[config.mk]
export PLATFORM = sky130hd
export DESIGN_NAME = booth_mul_sched
export DESIGN_NICKNAME = d
export VERILOG_FILES = /design/src/rtl/booth_pkg.sv /design/src/rtl/booth_core.sv /design/src/rtl/booth_mul_sched.sv
export SDC_FILE = /design/constraint.sdc
export NUM_CORES = 1
export LEC_CHECK = 0
export CAP_MARGIN = 20
export CORE_MARGIN = 2
export CORE_UTILIZATION = 50
export DETAILED_ROUTE_END_ITERATION = 8
export GPL_ROUTABILITY_DRIVEN = 0
export PLACE_DENSITY = 0.81
export SYNTH_ARGS = -nofsm -noshare
export SYNTH_HDL_FRONTEND = slang
export SYNTH_SLANG_ARGS = --single-unit
export TNS_END_PERCENT = 1
[constraint.sdc]
create_clock -name clk -period 3.75 [get_ports clk]
set_input_delay 0.9375 -clock clk [delete_from_list [all_inputs] [get_ports clk]]
set_output_delay 0.9375 -clock clk [all_outputs]
set_load 0.02 [all_outputs]
[src/rtl/booth_pkg.sv]
// Shared types and helpers for the Booth multiplier scheduler and its core.
package booth_pkg;

  typedef enum logic [1:0] {
    ST_IDLE = 2'd0,
    ST_RUN  = 2'd1,
    ST_DONE = 2'd2
  } state_t;

  localparam int DEF_WIDTH = 4;
  localparam int DEF_NREQ  = 4;

  // First set bit of vld searching ptr+1, ptr+2, ... modulo n (n <= 32).
  // Returns ptr when no bit is set, so callers must qualify with |vld.
  function automatic int rr_next(input int ptr, input logic [31:0] vld, input int n);
    int idx;
    int res;
    res = ptr;
    for (int k = 32; k >= 1; k--) begin
      if (k <= n) begin
        idx = (ptr + k) % n;
        if (((vld >> idx) & 32'd1) != 32'd0) res = idx;
      end
    end
    return res;
  endfunction

endpackage

[src/rtl/booth_core.sv]
// Iterative radix-2 Booth multiplier: one iteration per cycle, WIDTH cycles per product.
module booth_core
  import booth_pkg::*;
#(
  parameter int WIDTH = DEF_WIDTH
) (
  input  logic                      clk,
  input  logic                      reset,
  input  logic                      start,
  input  logic signed [WIDTH-1:0]   a,
  input  logic signed [WIDTH-1:0]   b,
  output logic                      done,
  output logic signed [2*WIDTH-1:0] prod
);

  localparam int CW = $clog2(WIDTH + 1);

  logic signed [WIDTH:0] acc, m, acc_sel, acc_nx;
  logic [WIDTH-1:0]      q, q_nx;
  logic                  q_m1;
  logic [CW-1:0]         cnt;

  always_comb begin
    acc_sel = acc;
    case ({q[0], q_m1})
      2'b10:   acc_sel = acc - m;
      2'b01:   acc_sel = acc + m;
      default: acc_sel = acc;
    endcase
    acc_nx = acc_sel >>> 1;
    q_nx   = {acc_sel[0], q[WIDTH-1:1]};
  end

  // done flags the final iteration; prod is that iteration's result so the
  // owner can capture it on the same edge.
  assign done = (cnt == CW'(1));
  assign prod = {acc_nx[WIDTH-1:0], q_nx};

  always_ff @(posedge clk) begin
    if (reset) begin
      acc  <= '0;
      m    <= '0;
      q    <= '0;
      q_m1 <= 1'b0;
      cnt  <= '0;
    end else if (cnt == '0) begin
      if (start) begin
        acc  <= '0;
        m    <= {a[WIDTH-1], a};
        q    <= b;
        q_m1 <= 1'b0;
        cnt  <= CW'(WIDTH);
      end
    end else begin
      acc  <= acc_nx;
      q    <= q_nx;
      q_m1 <= q[0];
      cnt  <= cnt - CW'(1);
    end
  end

endmodule

[src/rtl/booth_mul_sched.sv]
// Round-robin scheduler sharing one Booth multiplier core among NREQ requesters.
module booth_mul_sched
  import booth_pkg::*;
#(
  parameter int WIDTH = DEF_WIDTH,
  parameter int NREQ  = DEF_NREQ
) (
  input  logic                      clk,
  input  logic                      reset,
  input  logic [NREQ-1:0]           req_valid,
  input  logic [NREQ*WIDTH-1:0]     req_a,
  input  logic [NREQ*WIDTH-1:0]     req_b,
  output logic [NREQ-1:0]           req_ready,
  output logic                      rsp_valid,
  output logic [$clog2(NREQ)-1:0]   rsp_id,
  output logic signed [2*WIDTH-1:0] rsp_prod,
  input  logic                      rsp_ready,
  output logic                      busy
);

  localparam int IDW = $clog2(NREQ);

  state_t                    state_q, state_d;
  logic [IDW-1:0]            rr_ptr, gnt_id;
  logic                      grant_fire;
  logic signed [WIDTH-1:0]   gnt_a, gnt_b;
  logic                      core_done;
  logic signed [2*WIDTH-1:0] core_prod;

  assign gnt_id     = IDW'(rr_next(int'(rr_ptr), 32'(req_valid), NREQ));
  // Ready is suppressed while reset is asserted: no accept can happen on that edge.
  assign grant_fire = (state_q == ST_IDLE) && (|req_valid) && !reset;
  assign gnt_a      = req_a[gnt_id*WIDTH +: WIDTH];
  assign gnt_b      = req_b[gnt_id*WIDTH +: WIDTH];
  assign busy       = (state_q != ST_IDLE);

  booth_core #(.WIDTH(WIDTH)) u_core (
    .clk   (clk),
    .reset (reset),
    .start (grant_fire),
    .a     (gnt_a),
    .b     (gnt_b),
    .done  (core_done),
    .prod  (core_prod)
  );

  always_comb begin
    state_d   = state_q;
    req_ready = '0;
    case (state_q)
      ST_IDLE: if (grant_fire) begin
        req_ready[gnt_id] = 1'b1;
        state_d           = ST_RUN;
      end
      ST_RUN:  if (core_done) state_d = ST_DONE;
      ST_DONE: if (rsp_ready) state_d = ST_IDLE;
      default: state_d = ST_IDLE;
    endcase
  end

  // rr_ptr doubles as the owner ID of the in-flight product.
  always_ff @(posedge clk) begin
    if (reset) begin
      state_q   <= ST_IDLE;
      rr_ptr    <= IDW'(NREQ - 1);
      rsp_valid <= 1'b0;
      rsp_id    <= '0;
      rsp_prod  <= '0;
    end else begin
      state_q <= state_d;
      if (grant_fire) rr_ptr <= gnt_id;
      if (state_q == ST_RUN && core_done) begin
        rsp_valid <= 1'b1;
        rsp_id    <= rr_ptr;
        rsp_prod  <= core_prod;
      end else if (state_q == ST_DONE && rsp_ready) begin
        rsp_valid <= 1'b0;
      end
    end
  end

endmodule
==> reports/summary.txt <==
final cell count without fillers: 395
# DRC: 0
top area cells in the synthesized netlist: dfxtp_1 (29%), nand2_1 (6.1%), nor2_1 (5.9%)
worst min path class: flop to flop
final hold vios: 0
final instance area: 2900 µm²
die area: 4870 µm²
CP Class: input pin to output port
Async S/R FF share, synth: 0%
crit-path max FO: 4
Root Buffer: clkbuf_8
clock-pin transition on the worst setup and hold timing paths: 0.06 ns
RSZ-0062 raised after global routing: no
initial antenna violation count: 0
r2r worst-path depth: 9
worst hold start: rsp_prod[1]$_SDFFE_PP0P_
Post-Synth Simple-Gate Area: 25.9%
clock buffer depth: 2
worst r2r src: u_core.m[0]$_SDFFE_PP0P_
DR vias: 2,106
CP Cell Sequence: clkdlybuf4s50_1 > or4_4 > nand2_4 > nor2_1 > and3_1 > dlygate4sd2_1
worst vdd ir: 237 µV
largest area contributor in the netlist: dfxtp_1
global-route wire length before repair: 8.87 mm
hold_ws: 0.453 ns
vias in the first global route: 2,057
Post-Synth XOR/XNOR Area: 2.02%
Sw Pwr: 0.731 mW
most frequent cells in the layout: clkdlybuf4s50_1 (49), nand2_1 (35), nor2_1 (34)
Vias/cell: 5.33
Initial DRC Count: 122
n_diodes: 0
Switching Fraction: 42.4%
run status: completed
Congestion Overflow GR: 0
skew final: 0.00565 ns
largest family of logic cells by synthesized area: simple AND/OR/NAND/NOR gates
post-synthesis adder-cell area fraction: 5.55%
CP Launch Type: input pin
mux contribution to synthesized area: 6.12%
WHS Path Cells: 2
Synth warnings: 0
worst skew pair latency: 0.28 ns
DIE WIDTH: 69.8 µm
antenna-violating nets left: 0
# hold bufs at CTS: 0
Seq/Total Area, Yosys: 28.7%
Clock Sinks: 31
Area Growth Syn to Fin: 34.0%
Slew Limit Headroom: 48.4%
Comb pwr share: 56.3%
WP data arrival: 2.67 ns
placed instance area: 2830 µm²
dominant synthesized flop cell: dfxtp_1
Cells after Synth: 279
number of nets in the layout: 394
fin crit share: 96.3%
core area: 4090 µm²
Placed Cells: 389
CTS tree: built
Flop pwr share: 30.0%
worst slew pin tran: 0.774 ns
Mapped Nets: 327
DRT Pass-1 Iters: 4
# H-tree levels: 2
critical path's top delay family: simple AND/OR/NAND/NOR gates
Post-Syn Area: 2170 µm²
R2R Path End: rsp_prod[7]$_SDFFE_PP0P_
min Tclk post-route: 3.61 ns
number of max-cap violations: 0
Leak: 1.25 nW
Initial Util: 53.0%
Synth top area share: 28.7%
Power Dens Cells: 594 nW/µm²
Tot Pwr: 1.72 mW
Die H: 69.8 µm
fin util: 71.0%
Crit path largest cell delay: 0.59 ns
# rows: 23
IO buf count: 54
Setup crit start: req_valid[1]
Hold Path Sink: rsp_prod[1]$_SDFFE_PP0P_
Clock power frac: 13.8%
Slew Limit Fails: 0
layout cells sized above 1: 11.6%
Req. time, crit path: 2.81 ns
syn_area_per_cell: 7.76 µm²
WP buf/inv: 2
GRT Overall Usage: 22.0%
library cells used by synthesis: 53
CTS Buf Count: 5
maximum clock rate: 277 MHz
commonest non-fill, non-tap cell in the layout: clkdlybuf4s50_1
Synth Area in Compound Gates: 24.3%
R2R Setup Slk: 1.12 ns
detailed placement HPWL: 3.99 mm
largest net degree at the start of global routing: 38
Top Ports: 55
Post-synth EDFFs: 0
routed wire length: 5.07 mm
setup violators final: 0
WL per Instance: 12.8 µm
Worst setup EP type: output port
internal cell power: 0.992 mW
Seq cells post-synth: 31
CP max stage cell: or4_4
## cell type report
type,instances,area (µm²)
fillers,343,1180
inverters,16,60.1
repair buffers,76,703
flip-flops and latches,31,621
multi-input cells,216,1380
clock buffers,6,72.6
well taps,50,62.6
## worst reg2reg max path, stage by stage (launching register included)
cell and delay [ns]:
dfxtp_1 0.40, inv_1 0.06, ha_1 0.28, mux2_2 0.30
fa_1 0.43, a21o_1 0.17, a21oi_1 0.19, xnor2_1 0.15
or3_1 0.32, a311oi_1 0.25
## routing by layer
layer  vias up  GRT usage, %  part of all wire [%]
met1       916          27.3                    47
met5         -             0                     0
met3         6          5.38                   5.1
met4         0          6.84                   1.2
met2        66          37.4                    46
li1       1118             -                     -
## Yosys cell counts (all sizes together), types with 5 or more instances
cell type,number
dfxtp,31
mux2i,11
nor3,12
nand2b,7
ha,8
a211o,5
a31oi,9
a21oi,20
o21ai,8
inv,16
buf,10
o211ai,11
clkbuf,6
nand2,37
nor2,34
## cells by family (layout without fill, tap and decap cells)
group,Yosys count,in the layout
and+or+nand+nor,114,114
AOI/OAI and AO/OA,75,75
buffers and inverters,32,98
DFF,31,31
muxes,13,13
adders and majority gates,9,9
xor gates and xnor gates,5,5
## flip-flops by register name, summed over array words and instances (netlist names)
register and flops:
u_core.q 4, state_q 2, rsp_id 2, u_core.cnt 3, u_core.q_m1 1, rr_ptr 2, u_core.m 4, u_core.acc 4
rsp_prod 8, rsp_valid 1
## worst max path at each step
stage | end | cells after the start
2_1_floorplan | req_ready[1] | 7
3_3_place_gp | req_ready[1] | 7
5_1_grt | req_ready[2] | 6
4_1_cts | req_ready[2] | 7
3_5_place_dp | req_ready[1] | 7
6_report | req_ready[2] | 6
## power groups by stage
| stage | Clock, mW | Sequential, mW | Combinational, mW |
|---|---|---|---|
| finish | 0.237 | 0.516 | 0.969 |
| global route | 0.255 | 0.532 | 1.09 |
| CTS | 0.241 | 0.515 | 0.972 |
| detailed placement | 0 | 0.522 | 0.971 |
| global placement | 0 | 0.516 | 0.947 |
| floorplan | 0 | 0.513 | 0.705 |
## through the flow
step / setup WS, ns / TNS [ns]
CTS: 0.0898 / 0
global placement: -0.120 / -0.390
floorplan: 0.685 / 0
global route: 0.0784 / 0
detailed placement: -0.172 / -0.589
finish: 0.139 / 0
## repair_timing
item / CTS / global route
resized for setup: 4 / 1
endpoints found under the setup margin: 4 / 3
setup buffers: 0 / 0
Power figures use the tool's default switching activity.
